**src/rtl/fetch_unit.sv**
```systemverilog
// Instruction fetch unit: one outstanding memory request at a time, a 2-entry
// prefetch FIFO toward the decoder, and redirect handling that drops stale responses.
module fetch_unit #(
  parameter int                          RISCV_ADDR_WIDTH = 32,
  parameter int                          RISCV_WORD_WIDTH = 32,
  parameter logic [RISCV_ADDR_WIDTH-1:0] BOOT_ADDR        = 32'h0000_0000
) (
  input  logic                        clk,
  input  logic                        rst_n,
  output logic                        imem_req_o,
  output logic [RISCV_ADDR_WIDTH-1:0] imem_addr_o,
  input  logic                        imem_gnt_i,
  input  logic                        imem_rvalid_i,
  input  logic [RISCV_WORD_WIDTH-1:0] imem_rdata_i,
  input  logic                        jump_i,
  input  logic [RISCV_ADDR_WIDTH-1:0] jump_target_i,
  output logic [RISCV_WORD_WIDTH-1:0] instr_o,
  output logic [RISCV_ADDR_WIDTH-1:0] instr_addr_o,
  output logic                        instr_valid_o,
  input  logic                        instr_ready_i
);

  localparam int AW = RISCV_ADDR_WIDTH;
  localparam int WW = RISCV_WORD_WIDTH;
  localparam logic [AW-1:0] PC_STEP    = AW'(4);
  localparam logic [AW-1:0] ALIGN_MASK = ~AW'(3);

  typedef enum logic [1:0] {
    IDLE = 2'b00,
    REQ  = 2'b01,
    WAIT = 2'b10
  } state_e;

  state_e        state_q, state_d;
  logic [AW-1:0] pc_q, pc_d;
  logic [AW-1:0] hold_addr_q, hold_addr_d;
  logic [AW-1:0] inflight_q, inflight_d;
  logic          held_q, held_d;
  logic          discard_q, discard_d;

  logic [WW-1:0] fifo_instr_q [2];
  logic [AW-1:0] fifo_addr_q  [2];
  logic          wr_ptr_q, rd_ptr_q;
  logic [1:0]    count_q;

  logic [1:0]    occupancy_s;
  logic          req_s, gnt_s, push_s, pop_s;
  logic [AW-1:0] req_addr_s;

  // A pending discard reserves a FIFO slot, so an accepted response always fits.
  always_comb begin
    occupancy_s = count_q + {1'b0, discard_q};
    req_s       = (state_q == REQ) && (held_q || (occupancy_s < 2'd2));
    req_addr_s  = held_q ? hold_addr_q : pc_q;
    gnt_s       = req_s && imem_gnt_i;
    push_s      = (state_q == WAIT) && imem_rvalid_i && !discard_q && !jump_i;
    pop_s       = (count_q != 2'd0) && instr_ready_i && !jump_i;
  end

  // Next-state logic for the request FSM, pc and discard tracking.
  always_comb begin
    state_d     = state_q;
    pc_d        = pc_q;
    held_d      = held_q;
    hold_addr_d = hold_addr_q;
    inflight_d  = inflight_q;
    discard_d   = discard_q;

    case (state_q)
      IDLE:    state_d = REQ;
      REQ:     state_d = gnt_s ? WAIT : REQ;
      WAIT:    state_d = imem_rvalid_i ? REQ : WAIT;
      default: state_d = IDLE;
    endcase

    if (gnt_s) begin
      held_d     = 1'b0;
      inflight_d = req_addr_s;
    end else if (req_s) begin
      held_d      = 1'b1;
      hold_addr_d = req_addr_s;
    end else begin
      held_d = held_q;
    end

    // A redirect taken while a request was held already moved pc to the target.
    if (jump_i) begin
      pc_d = jump_target_i & ALIGN_MASK;
    end else if (gnt_s && !discard_q) begin
      pc_d = req_addr_s + PC_STEP;
    end else begin
      pc_d = pc_q;
    end

    if ((state_q == WAIT) && imem_rvalid_i) begin
      discard_d = 1'b0;
    end else if (jump_i && ((state_q == WAIT) || req_s)) begin
      discard_d = 1'b1;
    end else begin
      discard_d = discard_q;
    end
  end

  // Control state registers.
  always_ff @(posedge clk or negedge rst_n) begin
    if (!rst_n) begin
      state_q     <= IDLE;
      pc_q        <= BOOT_ADDR;
      held_q      <= 1'b0;
      hold_addr_q <= BOOT_ADDR;
      inflight_q  <= BOOT_ADDR;
      discard_q   <= 1'b0;
    end else begin
      state_q     <= state_d;
      pc_q        <= pc_d;
      held_q      <= held_d;
      hold_addr_q <= hold_addr_d;
      inflight_q  <= inflight_d;
      discard_q   <= discard_d;
    end
  end

  // Prefetch FIFO; a redirect flushes it and suppresses any same-cycle push/pop.
  always_ff @(posedge clk or negedge rst_n) begin
    if (!rst_n) begin
      for (int i = 0; i < 2; i++) begin
        fifo_instr_q[i] <= '0;
        fifo_addr_q[i]  <= '0;
      end
      wr_ptr_q <= 1'b0;
      rd_ptr_q <= 1'b0;
      count_q  <= 2'd0;
    end else if (jump_i) begin
      wr_ptr_q <= 1'b0;
      rd_ptr_q <= 1'b0;
      count_q  <= 2'd0;
    end else begin
      if (push_s) begin
        fifo_instr_q[wr_ptr_q] <= imem_rdata_i;
        fifo_addr_q[wr_ptr_q]  <= inflight_q;
        wr_ptr_q               <= ~wr_ptr_q;
      end
      if (pop_s) begin
        rd_ptr_q <= ~rd_ptr_q;
      end
      count_q <= count_q + {1'b0, push_s} - {1'b0, pop_s};
    end
  end

  assign imem_req_o    = req_s;
  assign imem_addr_o   = req_addr_s;
  assign instr_valid_o = (count_q != 2'd0);
  assign instr_o       = fifo_instr_q[rd_ptr_q];
  assign instr_addr_o  = fifo_addr_q[rd_ptr_q];

endmodule

```
**config.mk**
```make
export PLATFORM = sky130hd
export DESIGN_NAME = fetch_unit
export DESIGN_NICKNAME = d
export VERILOG_FILES = /design/src/rtl/fetch_unit.sv
export SDC_FILE = /design/constraint.sdc
export NUM_CORES = 1
export LEC_CHECK = 0
export BUFFER_PORTS_ARGS = -buffer_cell sky130_fd_sc_hd__buf_2
export CAP_MARGIN = 10
export CORE_MARGIN = 4
export CORE_UTILIZATION = 53
export CTS_BUF_LIST = sky130_fd_sc_hd__clkbuf_4
export DETAILED_ROUTE_END_ITERATION = 10
export PLACE_DENSITY = 0.78
export SLEW_MARGIN = 15
export SYNTH_ARGS = -nofsm -noshare
export SYNTH_HDL_FRONTEND = slang
export SYNTH_SLANG_ARGS = --single-unit
```
**constraint.sdc**
```tcl
create_clock -name clk -period 2.07 [get_ports clk]
set_clock_uncertainty 0.05 [all_clocks]
set_input_delay 0.5175 -clock clk [delete_from_list [all_inputs] [get_ports clk]]
set_output_delay 0.5175 -clock clk [all_outputs]
set_load 0.02 [all_outputs]
```
==> run metrics, run 1 <==
DRC Markers=0; gr ovfl total=0; Core Box Area=19650 sq um; CTS sink cnt=232; Worst path max stage delay=0.43 ns; Leakage=7.368 nW; Critical R2R Launch=held_q; H-tree depth=2; CP dominant cell by count=buf_12; critical-path maximum fanout=8; Die Wd=149.9 um; CP Capture Type=output port; initial antenna violation count=2; syn avg cell area=12.10 sq um; dominant synthesized flop cell=dfrtp_1; die area=22470 sq um; # setup viols final=124; R2R depth=12; worst skew pair latency=0.68 ns; first-pass GRT wire length=42860 um; Slew Limit Fails=0; Yosys top cell area share=0.5439; synth warn=0; largest net degree at the start of global routing=70; Seq cells post-synth=232; CTS Buf Count=59; CTS tree=done; critical path launch point type=register; Row Count=51; final worst setup slack=-0.5182 ns; DRT antenna net count=0; failing checks=negative setup slack; CP cell instances=buf_12 -> buf_12 -> buf_12 -> mux2i_4 -> inv_1 -> buf_6; CTS clk-pin slew, worst paths=0.08 ns; Hold Crit Class=in -> reg; pre-CTS WS=-0.07214 ns; critical path required time=1.50 ns; aggregate global-route resource usage=0.2410; status=complete, but fails checks; Yosys cell types=46; Die Y=149.9 um; Routed wire per std cell=19.82 um; layout cell share with drive strength beyond 1=0.5558; EDFF count, synth=0; Hold Path End=pc_q[5]; r2r setup slk=-0.40 ns; hold path startpoint=jump_target_i[5]; Routed WL=30120 um; CTS Root Cell=clkbuf_4; power per cell area=1423 nW/um^2; post-route clock period utilization=1.250; Post-synth ARST share=1.000; Vias/cell=5.534; worst rel slew slack=0.6251; sequential fraction of the synthesis area=0.5439; Max Freq=0.3864 GHz; Gate Count Post-Synth=882; Placer Congestion=0.8319; maxcap violations=0; IO Count=168; RSZ-0062 raised after global routing=true; Post-synth top cells=dfrtp_1, mux2_2, nand2_1; total number of vias=8412; IO Port Bufs=165; 1st-pass router iterations=6; Fin. Hold Viols=0; count leader, synth=dfrtp_1; Initial Util=0.5431; clock tree buffer depth=3; final core utilization=0.7799; top post-synthesis cells by area=dfrtp_1, mux2_2, mux2i_1, o21ai_0, xnor2_1; DPL Wire Length=16940 um; syn_nets=955; WHS Path Cells=3; Crit Path Class=reg -> out; Mapped Area=10670 sq um; Nets=1288; initial drt markers=474; critical path's slowest cell=dfrtp_2; Layout area overhead=43.61%; area leader, netlist=dfrtp_1; Worst EP arrival=2.02 ns; vias in the first global route=8348; terminus of the critical flop-to-flop path=pc_q[25]; overall power=21.82 mW; Worst-Margin Slew=0.5623 ns; VDD IR max=0.001103 V; Final Critical Period=2.588 ns
## critical path: cells and delay by family, from the launching register on
| family | cells | cell delay, ns |
|---|---|---|
| multiplexers | 1 | 0.25 |
| buffers and inverters | 5 | 0.64 |
| flip-flops | 1 | 0.43 |
## report_power, final
| part | switching, mW | internal, mW | leakage [nW] | total (mW) |
|---|---|---|---|---|
| Clock | 1.79 | 1.94 | 0.431 | 3.73 |
| Sequential | 1.09 | 5.89 | 3.00 | 6.97 |
| Combinational | 5.23 | 5.89 | 3.94 | 11.1 |
## through the flow
stage                     instance area (sq um)  hold WS (ns)   TNS, ns  std cells
after detailed placement                  12430        0.4259   -0.4482       1340
after global routing                      15330      0.002756    -58.76       1520
after global placement                    12430        0.4124  -0.07384       1340
after floorplan                           10720        0.1719  -0.03932        882
after CTS                                 14270      0.001320    -48.48       1500
final                                     15330       0.01206    -48.43       1520
## layout make-up
| cell class | instances | area (sq um) |
|---|---|---|
| tap | 265 | 331.6 |
| sequential | 232 | 5809 |
| antenna | 1 | 2.502 |
| timing repair buffer | 319 | 3077 |
| clock buffer | 89 | 668.1 |
| inverter | 39 | 160.2 |
| clock inverter | 11 | 43.79 |
| multi-input combinational | 564 | 5236 |
| fill | 1188 | 4325 |
## what timing repair did
action / 4_1_cts / 5_1_grt
gates resized for setup: 143 / 259
buffers inserted: 37 / 23
pin swaps: 8 / 20
gates cloned: 6 / 4
endpoints found under the setup margin: 113 / 164
hold endpoints to repair: 83 / 3
hold buffers: 17 / 2
## flip-flops by register name, summed over array words and instances (netlist names)
name	cells
state_q	2
inflight_q	32
fifo_addr_q	64
pc_q	32
wr_ptr_q	1
fifo_instr_q	64
held_q	1
hold_addr_q	32
discard_q	1
rd_ptr_q	1
count_q	2
## how the worst max path moves through the flow
stage / startpoint / endpoint / slack, ns
2_1_floorplan: jump_i / count_q[1] / -0.04
3_3_place_gp: held_q / pc_q[28] / -0.03
3_5_place_dp: held_q / pc_q[14] / -0.07
4_1_cts: held_q / imem_addr_o[15] / -0.53
5_1_grt: held_q / imem_addr_o[27] / -0.60
6_report: held_q / imem_addr_o[16] / -0.52
## per-layer routing
| layer | wire length [um] | up-vias | track usage | share of wire |
|---|---|---|---|---|
| met5 | 13 | - | 0 | 0.00043 |
| met4 | 840 | 2 | 0.07365 | 0.028 |
| met3 | 1993 | 72 | 0.04724 | 0.066 |
| met2 | 14940 | 351 | 0.3985 | 0.50 |
| met1 | 12330 | 4193 | 0.3239 | 0.41 |
| li1 | - | 3794 | - | - |
## cell usage in the layout, fill, tap and decap left out, types with 6 or more instances in the layout
cell type	synthesis	final
mux2_4	0	59
buf_6	1	103
xnor2_2	0	6
o21ai_1	9	23
a21oi_1	41	39
clkbuf_4	0	89
nand4_1	6	6
clkinv_1	0	9
mux2i_4	0	19
buf_12	1	26
nand4b_1	6	6
nand2_1	64	58
a22oi_1	14	14
dlygate4sd3_1	0	19
inv_2	0	19
mux2i_2	2	7
o21ai_0	57	42
inv_1	39	16
mux2i_1	32	8
nor2_1	43	39
mux2_2	196	137
xnor2_1	28	22
buf_2	17	75
buf_4	1	87
dfrtp_1	232	229
## cells by family after synthesis
| group | Yosys count | share of synthesized area |
|---|---|---|
| adder cells (fa/ha/maj) | 3 | 0.003517 |
| buffers and inverters | 86 | 0.03481 |
| AND/OR/NAND/NOR | 165 | 0.07994 |
| AO/OA/AOI/OAI | 135 | 0.07303 |
| multiplexers | 230 | 0.2394 |
| flip-flops | 232 | 0.5439 |
| XOR/XNOR | 31 | 0.02544 |
Note: power is estimated with default switching activity, not from simulation.
==> inputs of run 2 (changes only) <==
CORE_UTILIZATION = 40   (was 53)
PLACE_DENSITY = unset   (was 0.78)
==> run 2 against run 1 <==
Effect of this change:
- the flow still finishes with violations (negative setup slack)
- final area shrank 2.3%
- sequential share of layout area grew 0.91 points
- cell count grew 5.7%
- sequential power fell by 1%
- fmax grew 3.2%
- critical endpoint is now imem_addr_o[28]
- clock power rose by 19%
- wire length decreased by 11%
- largest power group unchanged
- core utilization fell by 21 points
- largest cell class unchanged
- global-route usage fell by 6.0 points
- critical path depth unchanged
- die area increased by 31%
- combinational power down 9%
==> run metrics, run 2 (same netlist as run 1, synthesis figures left out) <==
maxcap violations=0; die area=29360 sq um; Sequential Power Share=0.320; R2R depth=9; largest net degree at the start of global routing=55; Nets=1294; DRT antenna net count=0; Layout area overhead=40.28%; r2r setup slk=-0.40 ns; worst skew pair latency=0.65 ns; vias in the first global route=8272; H-tree depth=3; Core Box Area=26130 sq um; Routed WL=26910 um; sw frac=0.3648; aggregate global-route resource usage=0.1809; final worst setup slack=-0.4387 ns; CTS tree=done; critical-path maximum fanout=7; gr ovfl total=0; Die Y=171.4 um; IO Count=168; IO Port Bufs=165; CP Capture Type=output port; Hold Crit Class=in -> reg; CTS clk-pin slew, worst paths=0.07 ns; Placer Congestion=0.8673; Fin. Hold Viols=0; total number of vias=7976; Final Critical Period=2.509 ns; # setup viols final=124; Initial Util=0.4085; worst rel slew slack=0.6802; CTS Root Cell=clkbuf_4; CTS sink cnt=232; power per cell area=1432 nW/um^2; dpl cells=1419; commonest cells after routing, fill and taps aside=dfrtp_1, mux2_2, buf_4; Top Registers=fifo_addr_q: 64 flops, fifo_instr_q: 64 flops; hold path startpoint=jump_target_i[5]; initial antenna violation count=1; Leakage=7.360 nW; RSZ-0062 raised after global routing=true; Vias/cell=4.966; clock share of power=0.207; Crit Path Class=reg -> out; Die Wd=171.4 um; Hold Path End=pc_q[5]; final cell count without fillers=1606; VDD IR max=0.0008957 V; initial drt markers=315; Max Freq=0.3986 GHz; DRC Markers=0; DPL Wire Length=18040 um; post-route clock period utilization=1.212; total negative slack=-39.60 ns; Worst EP arrival=1.94 ns; layout cell share with drive strength beyond 1=0.5677; Routed wire per std cell=16.76 um; Critical R2R Launch=held_q; Row Count=59; critical path launch point type=register; CTS Buf Count=67; Psw=7.822 mW; most common cell after layout, fill and taps aside=dfrtp_1; WHS Path Cells=3; first-pass GRT wire length=42680 um; status=complete, but fails checks; Worst-Margin Slew=0.4776 ns; critical path required time=1.50 ns; Pint=13.62 mW; Slew Limit Fails=0; Comb pwr share=0.473; clock tree buffer depth=3; terminus of the critical flop-to-flop path=pc_q[29]; failing checks=negative setup slack; 1st-pass router iterations=5
-- run 2: changes by cell type in the layout (fill, tap and decap cells not counted), moves of 14 or more --
cell	delta
buf_2	+31
buf_4	+28
dlygate4sd3_1	-14
mux2_2	+58
buf_6	-36
mux2_4	-58
clkbuf_4	+16
-- run 2: worst max-delay path by stage --
stage / start / endpoint / slack (ns) / depth (start not counted)
floorplan: jump_i / count_q[1] / -0.04 / 10
global placement: held_q / pc_q[28] / -0.06 / 9
detailed placement: held_q / pc_q[28] / -0.06 / 9
CTS: held_q / imem_addr_o[10] / -0.47 / 5
global route: held_q / imem_addr_o[28] / -0.53 / 6
finish: held_q / imem_addr_o[28] / -0.44 / 6
-- run 2: cell type report --
class / instances / area (sq um)
Antenna cell: 1 / 2.502
Clock buffer: 104 / 780.7
Clock inverter: 14 / 106.4
Fill cell: 2226 / 11160
Inverter: 39 / 156.4
Multi-Input combinational cell: 564 / 5046
Sequential cell: 232 / 5811
Tap cell: 335 / 419.2
Timing Repair Buffer: 317 / 2651
-- run 2: per-layer routing --
layer  vias up  wire length (um)  global-route usage
met5         -                 0                   0
met4         0               537             0.06752
met3        41              1441             0.04183
met2       223             12630              0.2869
met1      3891             12300              0.2438
li1       3821                 -                   -
-- run 2: repair_timing --
action,CTS,global route
resized for setup,146,120
pin swaps,12,24
hold buffers,5,0
setup endpoints to repair,108,151
endpoints found under the hold margin,41,0
buffers inserted,33,33
gates cloned,0,2
-- run 2: power groups by stage --
stage / clock network (mW) / registers (mW) / logic, mW
floorplan: 0 / 6.55 / 5.02
global placement: 0 / 6.78 / 7.62
detailed placement: 0 / 6.82 / 7.70
finish: 4.44 / 6.87 / 10.1
global route: 4.89 / 7.05 / 11.0
CTS: 4.62 / 6.83 / 9.17
-- run 2: worst max-delay path: stages (launching register included) --
cell     delay (ns)
dfrtp_2        0.46
buf_12         0.16
buf_8          0.14
mux2i_2        0.23
buf_4          0.16
inv_4          0.04
buf_6          0.12
-- run 2: stage by stage --
stage	util	power (mW)	hold WS, ns	setup slack, ns	cell area [sq um]
global route	0.5730	22.91	0.005368	-0.5303	14970
finish	0.5730	21.44	0.06021	-0.4387	14970
floorplan	-	11.57	0.1719	-0.03932	10720
detailed placement	0.4801	14.52	0.3917	-0.05964	12550
CTS	0.5451	20.62	0.003559	-0.4668	14240
global placement	0.4801	14.40	0.3917	-0.05642	12550
==> inputs of run 3 (changes only) <==
CORE_UTILIZATION = 35   (was 40)
GPL_TIMING_DRIVEN = 1   (was unset)
==> run 3 against run 2 <==
Effect of this change:
- the flow still finishes with violations (negative setup slack)
- via count rose by 1.7%
- worst setup slack got worse by 0.084 ns
- critical path depth is 1 lower
- wire length rose by 10%
- non-clock buffer count up 33
- count of clock-buffer cells in the layout shrank 21
- cell count is 4.7% higher
- register-to-register slack improved by 0.02 ns
- fmax down 3.2%
- final area grew 4.1%
- critical path type unchanged
- critical endpoint is now instr_o[8]
- largest cell class unchanged
==> run metrics, run 3 (same netlist as run 1, synthesis figures left out) <==
final worst setup slack=-0.5227 ns; dpl cells=1465; Core Box Area=29870 sq um; CTS sink cnt=232; Top Registers=fifo_addr_q: 64 flops, fifo_instr_q: 64 flops; worst skew pair latency=0.72 ns; total negative slack=-48.52 ns; 1st-pass router iterations=4; placed cell area=12590 sq um; H-tree depth=2; Nets=1321; Hold Path End=fifo_instr_q[10]; critical path's slowest cell=dfrtp_4; aggregate global-route resource usage=0.1669; maxcap violations=0; CP Capture Type=output port; # setup viols final=123; IO Count=168; WL met3=1623 um; post-route clock period utilization=1.253; Worst EP arrival=2.03 ns; CTS clk-pin slew, worst paths=0.06 ns; worst rel slew slack=0.6414; Placer Congestion=0.8420; Final Critical Period=2.593 ns; initial antenna violation count=2; gr ovfl total=0; DRT antenna net count=0; total number of vias=8112; RSZ-0062 raised after global routing=true; final core utilization=0.5219; initial drt markers=290; final cell count without fillers=1681; CTS tree=done; critical path launch point type=register; Leakage=7.508 nW; Routed wire per std cell=17.63 um; Max Freq=0.3857 GHz; CP cell instances=buf_12 -> buf_12 -> buf_16 -> mux2_2 -> buf_2; Slew Limit Fails=0; Vias/cell=4.826; DPL Wire Length=18930 um; hold path startpoint=imem_rdata_i[10]; Top delay family on crit path=buffers and inverters; highest routed layer=met5; Initial Util=0.3573; CP dominant cell by count=buf_12; vias in the first global route=8508; Critical R2R Launch=held_q; largest net degree at the start of global routing=48; failing checks=negative setup slack; met2 wire len=14410 um; terminus of the critical flop-to-flop path=pc_q[25]; instance count on the critical path=5; R2R depth=10; Crit Path Class=reg -> out; first-pass GRT wire length=45170 um; clock tree buffer depth=3; CTS Buf Count=61; power per cell area=1365 nW/um^2; Die Y=182.6 um; cell area after layout=15590 sq um; Hold Crit Class=in -> reg; WHS=0.06401 ns; status=complete, but fails checks; Worst-Margin Slew=0.5356 ns; Row Count=63; overall power=21.28 mW; pre-CTS WS=-0.1546 ns; Fin. Hold Viols=0; Routed WL=29630 um; most common cell after layout, fill and taps aside=dfrtp_1; critical-path maximum fanout=7; die area=33360 sq um; Worst path max stage delay=0.52 ns; Layout area overhead=46.07%; wl on met1=12840 um; r2r setup slk=-0.38 ns; WHS Path Cells=2; Die Wd=182.6 um; critical path required time=1.50 ns; IO Port Bufs=165; DRC Markers=0; VDD IR max=0.0006778 V; CTS Root Cell=clkbuf_4; layout cell share with drive strength beyond 1=0.5419; CP bufs+invs=4; commonest cells after routing, fill and taps aside=dfrtp_1, mux2_2, buf_2
[run 3: cell types whose count changed in the layout (fill, tap and decap cells not counted), sizes merged]
| cell | delta |
|---|---|
| dlygate4sd3 | +42 |
| clkbuf | -20 |
| clkinv | +11 |
| buf | -10 |
| inv | -4 |
| clkinvlp | +2 |
| bufinv | -1 |
[run 3: timing repair]
action,CTS,global route
resized for setup,201,113
hold endpoints to repair,115,0
pin swaps,10,34
gates cloned,3,4
buffers inserted,25,33
endpoints found under the setup margin,116,127
hold buffers,47,0
[run 3: area by class of cell]
| type | count | area [sq um] |
|---|---|---|
| inverters | 39 | 160.2 |
| repair buffers | 350 | 3198 |
| flip-flops and latches | 232 | 5811 |
| multi-input cells | 564 | 5192 |
| fillers | 2595 | 14280 |
| clock inverters | 22 | 116.4 |
| diodes | 1 | 2.502 |
| well taps | 390 | 488.0 |
| clock buffers | 83 | 623.1 |
[run 3: worst reg2reg max path, delay by kind of cell, from the launching register on]
family / cells / cell delay [ns]
xor gates and xnor gates: 1 / 0.13
and+or+nand+nor: 3 / 0.88
buffers and inverters: 4 / 0.53
AOI/OAI and AO/OA: 1 / 0.08
DFF: 1 / 0.47
muxes: 1 / 0.19
[run 3: how the worst max path moves through the flow]
stage                         from               end
after floorplan             jump_i        count_q[1]
after global placement      held_q          pc_q[21]
after detailed placement    held_q          pc_q[21]
after CTS                   held_q    imem_addr_o[4]
after global routing      rd_ptr_q  instr_addr_o[19]
final                     rd_ptr_q        instr_o[8]
[run 3: metal layers]
layer	vias to the layer above	GRT usage
met3	58	0.03887
met2	208	0.2759
li1	3858	-
met1	3986	0.2163
met5	-	0
met4	2	0.05674
[run 3: report_power, final]
group | leakage, nW | internal (mW) | switching (mW)
Clock | 0.435 | 1.97 | 1.84
Combinational | 4.07 | 5.46 | 5.10
Sequential | 3.00 | 5.88 | 1.02
Total | 7.51 | 13.3 | 7.97
